<file path="config.mk">
export PLATFORM = sky130hd
export DESIGN_NAME = lsu_ctrl
export DESIGN_NICKNAME = d
export VERILOG_FILES = /design/src/rtl/lsu_ctrl.sv
export SDC_FILE = /design/constraint.sdc
export NUM_CORES = 1
export LEC_CHECK = 0
export ABC_AREA = 1
export CAP_MARGIN = 0
export CORE_ASPECT_RATIO = 0.9
export CORE_MARGIN = 5
export CORE_UTILIZATION = 44
export DETAILED_ROUTE_END_ITERATION = 6
export PLACE_DENSITY = 0.9
export SYNTH_ARGS = -nofsm -noshare
export SYNTH_HDL_FRONTEND = slang
export SYNTH_SLANG_ARGS = --single-unit
</file>
<file path="constraint.sdc">
create_clock -name clk_i -period 1.8 [get_ports clk_i]
set_input_delay 0.18 -clock clk_i [delete_from_list [all_inputs] [get_ports clk_i]]
set_output_delay 0.18 -clock clk_i [all_outputs]
set_load 0.01 [all_outputs]
</file>
<file path="src/rtl/lsu_ctrl.sv">
// Load/store sequencer: decodes a memory instruction, runs one req/ready transaction
// on the data port, returns extended load data with a done pulse and an error code.
module lsu_ctrl #(
  parameter int unsigned MAX_WAIT = 255
) (
  input  logic        clk_i,
  input  logic        rst_ni,
  input  logic        start_i,
  input  logic [31:0] ir_i,
  input  logic [31:0] addr_i,
  input  logic [31:0] wdata_i,
  input  logic [31:0] mem_rdata_i,
  input  logic        mem_ready_i,
  output logic        mem_req_o,
  output logic        mem_we_o,
  output logic [31:0] mem_addr_o,
  output logic [31:0] mem_wdata_o,
  output logic [3:0]  mem_wstrb_o,
  output logic        busy_o,
  output logic        done_o,
  output logic [1:0]  err_o,
  output logic [31:0] rdata_o
);

  localparam logic [7:0] MaxWait = 8'(MAX_WAIT);
  localparam logic [6:0] OpLoad  = 7'b0000011;
  localparam logic [6:0] OpStore = 7'b0100011;
  localparam logic [1:0] ErrOk   = 2'b00;
  localparam logic [1:0] ErrMis  = 2'b01;
  localparam logic [1:0] ErrIll  = 2'b10;
  localparam logic [1:0] ErrTmo  = 2'b11;

  typedef enum logic [1:0] {IDLE = 2'd0, REQ = 2'd1, FIN = 2'd2} state_e;

  state_e      state_q, state_d;
  logic [7:0]  cnt_q, cnt_d;
  logic        we_q, we_d;
  logic [2:0]  f3_q, f3_d;
  logic [1:0]  off_q, off_d;
  logic [31:0] addr_q, addr_d;
  logic [31:0] wdata_q, wdata_d;
  logic [3:0]  wstrb_q, wstrb_d;
  logic [1:0]  err_q, err_d;
  logic [31:0] rdata_q, rdata_d;

  logic [6:0]  opcode;
  logic [2:0]  funct3;
  logic [1:0]  off;
  logic        legal, misal;
  logic [1:0]  dec_err;
  logic [31:0] st_wdata;
  logic [3:0]  st_wstrb;
  logic [7:0]  ld_byte;
  logic [15:0] ld_half;
  logic [31:0] ld_data;
  logic        unused_ir;

  assign unused_ir = ^{ir_i[31:15], ir_i[11:7]};

  always_comb begin
    opcode   = ir_i[6:0];
    funct3   = ir_i[14:12];
    off      = addr_i[1:0];
    legal    = 1'b0;
    if (opcode == OpLoad) begin
      legal = (funct3 != 3'b011) && (funct3 != 3'b110) && (funct3 != 3'b111);
    end else if (opcode == OpStore) begin
      legal = !funct3[2] && (funct3[1:0] != 2'b11);
    end
    misal    = ((funct3[1:0] == 2'b01) && off[0]) ||
               ((funct3[1:0] == 2'b10) && (off != 2'b00));
    dec_err  = !legal ? ErrIll : (misal ? ErrMis : ErrOk);
    st_wdata = wdata_i;
    st_wstrb = 4'b1111;
    case (funct3[1:0])
      2'b00: begin
        st_wdata = {4{wdata_i[7:0]}};
        st_wstrb = 4'b0001 << off;
      end
      2'b01: begin
        st_wdata = {2{wdata_i[15:0]}};
        st_wstrb = off[1] ? 4'b1100 : 4'b0011;
      end
      default: ;
    endcase
  end

  // Lane selection uses the offset latched at start, not the live address.
  always_comb begin
    case (off_q)
      2'd0:    ld_byte = mem_rdata_i[7:0];
      2'd1:    ld_byte = mem_rdata_i[15:8];
      2'd2:    ld_byte = mem_rdata_i[23:16];
      default: ld_byte = mem_rdata_i[31:24];
    endcase
    ld_half = off_q[1] ? mem_rdata_i[31:16] : mem_rdata_i[15:0];
    case (f3_q)
      3'b000:  ld_data = {{24{ld_byte[7]}}, ld_byte};
      3'b001:  ld_data = {{16{ld_half[15]}}, ld_half};
      3'b100:  ld_data = {24'd0, ld_byte};
      3'b101:  ld_data = {16'd0, ld_half};
      default: ld_data = mem_rdata_i;
    endcase
  end

  always_comb begin
    state_d = state_q;
    cnt_d   = cnt_q;
    we_d    = we_q;
    f3_d    = f3_q;
    off_d   = off_q;
    addr_d  = addr_q;
    wdata_d = wdata_q;
    wstrb_d = wstrb_q;
    err_d   = err_q;
    rdata_d = rdata_q;
    case (state_q)
      IDLE: begin
        if (start_i) begin
          we_d    = (opcode == OpStore);
          f3_d    = funct3;
          off_d   = off;
          addr_d  = {addr_i[31:2], 2'b00};
          wdata_d = st_wdata;
          wstrb_d = (opcode == OpStore) ? st_wstrb : 4'b0000;
          cnt_d   = 8'd0;
          rdata_d = 32'd0;
          err_d   = dec_err;
          state_d = (dec_err == ErrOk) ? REQ : FIN;
        end
      end
      REQ: begin
        if (mem_ready_i) begin
          rdata_d = we_q ? 32'd0 : ld_data;
          state_d = FIN;
        end else begin
          cnt_d = cnt_q + 8'd1;
          if (cnt_q + 8'd1 == MaxWait) begin
            err_d   = ErrTmo;
            state_d = FIN;
          end
        end
      end
      FIN:     state_d = IDLE;
      default: state_d = IDLE;
    endcase
  end

  always_ff @(posedge clk_i or negedge rst_ni) begin
    if (!rst_ni) begin
      state_q <= IDLE;
      cnt_q   <= 8'd0;
      we_q    <= 1'b0;
      f3_q    <= 3'd0;
      off_q   <= 2'd0;
      addr_q  <= 32'd0;
      wdata_q <= 32'd0;
      wstrb_q <= 4'd0;
      err_q   <= ErrOk;
      rdata_q <= 32'd0;
    end else begin
      state_q <= state_d;
      cnt_q   <= cnt_d;
      we_q    <= we_d;
      f3_q    <= f3_d;
      off_q   <= off_d;
      addr_q  <= addr_d;
      wdata_q <= wdata_d;
      wstrb_q <= wstrb_d;
      err_q   <= err_d;
      rdata_q <= rdata_d;
    end
  end

  // Memory-side outputs are qualified by the state register so they read zero outside REQ.
  assign mem_req_o   = (state_q == REQ);
  assign mem_we_o    = mem_req_o & we_q;
  assign mem_addr_o  = mem_req_o ? addr_q : 32'd0;
  assign mem_wdata_o = mem_req_o ? wdata_q : 32'd0;
  assign mem_wstrb_o = mem_req_o ? wstrb_q : 4'd0;
  assign busy_o      = (state_q != IDLE);
  assign done_o      = (state_q == FIN);
  assign err_o       = err_q;
  assign rdata_o     = rdata_q;

endmodule

</file>
==> results.json <==
{
  "grt_usage_pct": 24.08,
  "area_growth_pct": 47.40,
  "synthMuxAreaShare_pct": 0,
  "cp.arrival_ps": 1520,
  "io_buffers": 213,
  "clock.fmax_mhz": 589.1,
  "vdd_drop_max_uv": 735.9,
  "h-tree-depth": 4,
  "critical_path_buf_inv_count": 4,
  "synth-seq-cells": 116,
  "synth_area_leaders": "dfrtp_1 (49%), nand2_1 (13%), o21ai_0 (7.1%)",
  "p_leak_nw": 4.405,
  "finClkSkew_ps": 10.83,
  "synth_compound_area_share_pct": 16.14,
  "synthCells": 802,
  "synth-simple-area-share_pct": 23.54,
  "top_level_ports": 238,
  "cts_tree": "yes",
  "critPathKind": "reg -> out",
  "dieArea_sq_um": 15910,
  "drt_iter0_drc": 485,
  "fin_tns_setup_ps": 0,
  "placed_cells": 1167,
  "die_w_um": 132.4,
  "powerDensity_nw_per_um2": 1208,
  "core.rowCount": 40,
  "cts.path.max_buffers": 2,
  "grt_pass1_wl_um": 30910,
  "cts_buffers": 17,
  "slowest_stage": "dfrtp_1",
  "grt_pass1_vias": 6300,
  "firstDrtPassIters": 7,
  "fin_cells": 1204,
  "nFillCells": 1099,
  "hp-class": "in -> async",
  "critPathMaxFanout": 31,
  "antenna_found_initial": 0,
  "synth_top_family_by_area": "simple AND/OR/NAND/NOR gates",
  "die_h_um": 120.2,
  "cp.required_ps": 1620,
  "yosys.area_share.adder_pct": 0.4219,
  "cp_cell_sequence": "inv_2 -> nor2_4 -> inv_4 -> buf_12 -> nor2_1 -> buf_2",
  "ys_types": 34,
  "via_count": 6225,
  "diodes": 0,
  "setup_violations": 0,
  "coreArea_sq_um": 13260,
  "yosys.area.top_type": "dfrtp_1",
  "rsz0062_at_grt": "no",
  "clkSinkCount": 116,
  "start_kind": "register",
  "max_stage_delay_ps": 370,
  "cap_violations": 0,
  "initial_core_util_pct": 44.73,
  "final.period_utilization_pct": 94.31,
  "grt_max_degree": 42,
  "fin_nets": 1157,
  "final_layout_size_suffix_gt1_share_pct": 14.67,
  "avgRoutedWirePerCell_um": 15.97,
  "synthXorXnorAreaFrac_pct": 0.1476,
  "finalCriticalPeriod_ps": 1698,
  "clock_latency_ps": 420,
  "slew_viol_final": 0,
  "drt-vias-per-instance": 5.170,
  "finalWirelength_um": 19230,
  "place.gp.congestion": 0.9433,
  "clkSlewWorstSetupHoldPaths_ps": 60,
  "status": "finished, violations left",
  "dpl.hpwl_um": 14100,
  "end_kind": "primary output",
  "netlist.area_leader.share_pct": 48.93,
  "drtAntennaViolNets": 0,
  "drc": 1,
  "overflow": 0,
  "final_hold_viol_count": 0,
  "failed_checks": "design-rule violations",
  "ys_seq_area_share_pct": 48.93,
  "critPathTopFamily": "buffers and inverters",
  "ys_warn_count": 0,
  "cts-root-buf": "clkbuf_16",
  "avgSynthCellArea_sq_um": 7.396,
  "netlist_area_sq_um": 5932
}
per-stage QoR:
step / area (sq um) / util (%) / power (mW) / setup slack (ps) / hold WS (ps)
finish: 8743 / 65.92 / 10.56 / 102.4 / 243.6
CTS: 8997 / 67.84 / 10.54 / 0.4380 / 245.1
global route: 8743 / 65.92 / 11.20 / 6.061 / 265.7
global placement: 8363 / 63.06 / 6.704 / 104.6 / 135.1
detailed placement: 8363 / 63.06 / 6.873 / 82.74 / 138.5
floorplan: 5936 / - / 5.764 / 352.1 / -115.6
logic make-up after synthesis:
group	Yosys count
simple gates	354
compound gates	170
buf+inv	158
flops	116
fa+ha+maj	2
xor+xnor	1
other cells	1
worst paths after layout:
path | from | endpoint | slack, ps | depth (start not counted)
max | state_q[0] | mem_addr_o[15] | 100 | 6
min | rst_ni | err_o[0] | 240 | 2
max reg2reg | cnt_q[0] | err_o[1] | 120 | 12
min reg2reg | err_o[0] | err_o[0] | 480 | 2
max in group asynchronous | rst_ni | wdata_q[30] | 960 | 3
min in group clk_i | wdata_i[18] | wdata_q[18] | 320 | 3
state kept, by name (all words and copies together) (netlist names):
register and count:
addr_q 30, cnt_q 8, err_o 2, f3_q 3, off_q 2, rdata_o 32
state_q 2, wdata_q 32, we_q 1, wstrb_q 4
worst reg2reg max path, delay by kind of cell (launching register included):
family | cells | cell delay, ps
DFF | 1 | 400
and+or+nand+nor | 11 | 960
adders and majority gates | 1 | 200
metal layers:
metal  wire length, um  part of all wire (%)  vias to the layer above  GRT usage (%)
li1                  -                     -                     2973              -
met1              7676                    40                     2899          28.77
met2              9020                    47                      303          38.76
met3              1996                    10                       50          9.765
met4               532                   2.8                        0          9.669
met5                 0                     0                        -              0
placed cells by master (no fill, tap or decap), drive strengths merged, types with 5 or more instances in the layout:
cell,n
nand2,210
clkdlybuf4s50,142
dfrtp,116
inv,113
nor2,111
o21ai,88
clkbuf,65
buf,50
a21oi,43
nand3,25
a22oi,10
o22ai,8
a32oi,8
a31oi,8
nor3,6
dlygate4sd2,6
clkinvlp,5
clkinv,5
power breakdown:
part           switching, mW  internal (mW)  leakage [nW]
clock network           1.30           2.33         0.296
registers              0.370           3.38          1.48
logic                   1.98           1.20          2.63
synthesized netlist by cell type (all sizes together):
library cell,instances
clkinv,2
a22oi,10
o2111ai,1
clkbuf,24
nand2,210
a21oi,43
nand3,25
a32oi,8
conb,1
inv,110
o211ai,4
a31oi,8
o22ai,8
nand3b,1
nand4,1
dfrtp,116
xor2,1
ha,2
buf,22
o21ai,88
nor3,6
nor2,111
area by class of cell:
type                       count  area (sq um)  area share (%)
clock buffer                  17         425.4           4.865
clock inverter                15         203.9           2.333
inverter                     112         429.2           4.908
multi-input combinational    529          2412           27.59
sequential                   116          2904           33.21
tap                          168         210.2           2.404
timing repair buffer         247          2158           24.69
repair_timing:
item	4_1_cts	5_1_grt
gates resized for setup	129	99
pin swaps	0	1
setup endpoints to repair	68	75
hold endpoints to repair	25	0
hold buffers	1	0
buffers inserted	2	2
Note: power is estimated with default switching activity, not from simulation.
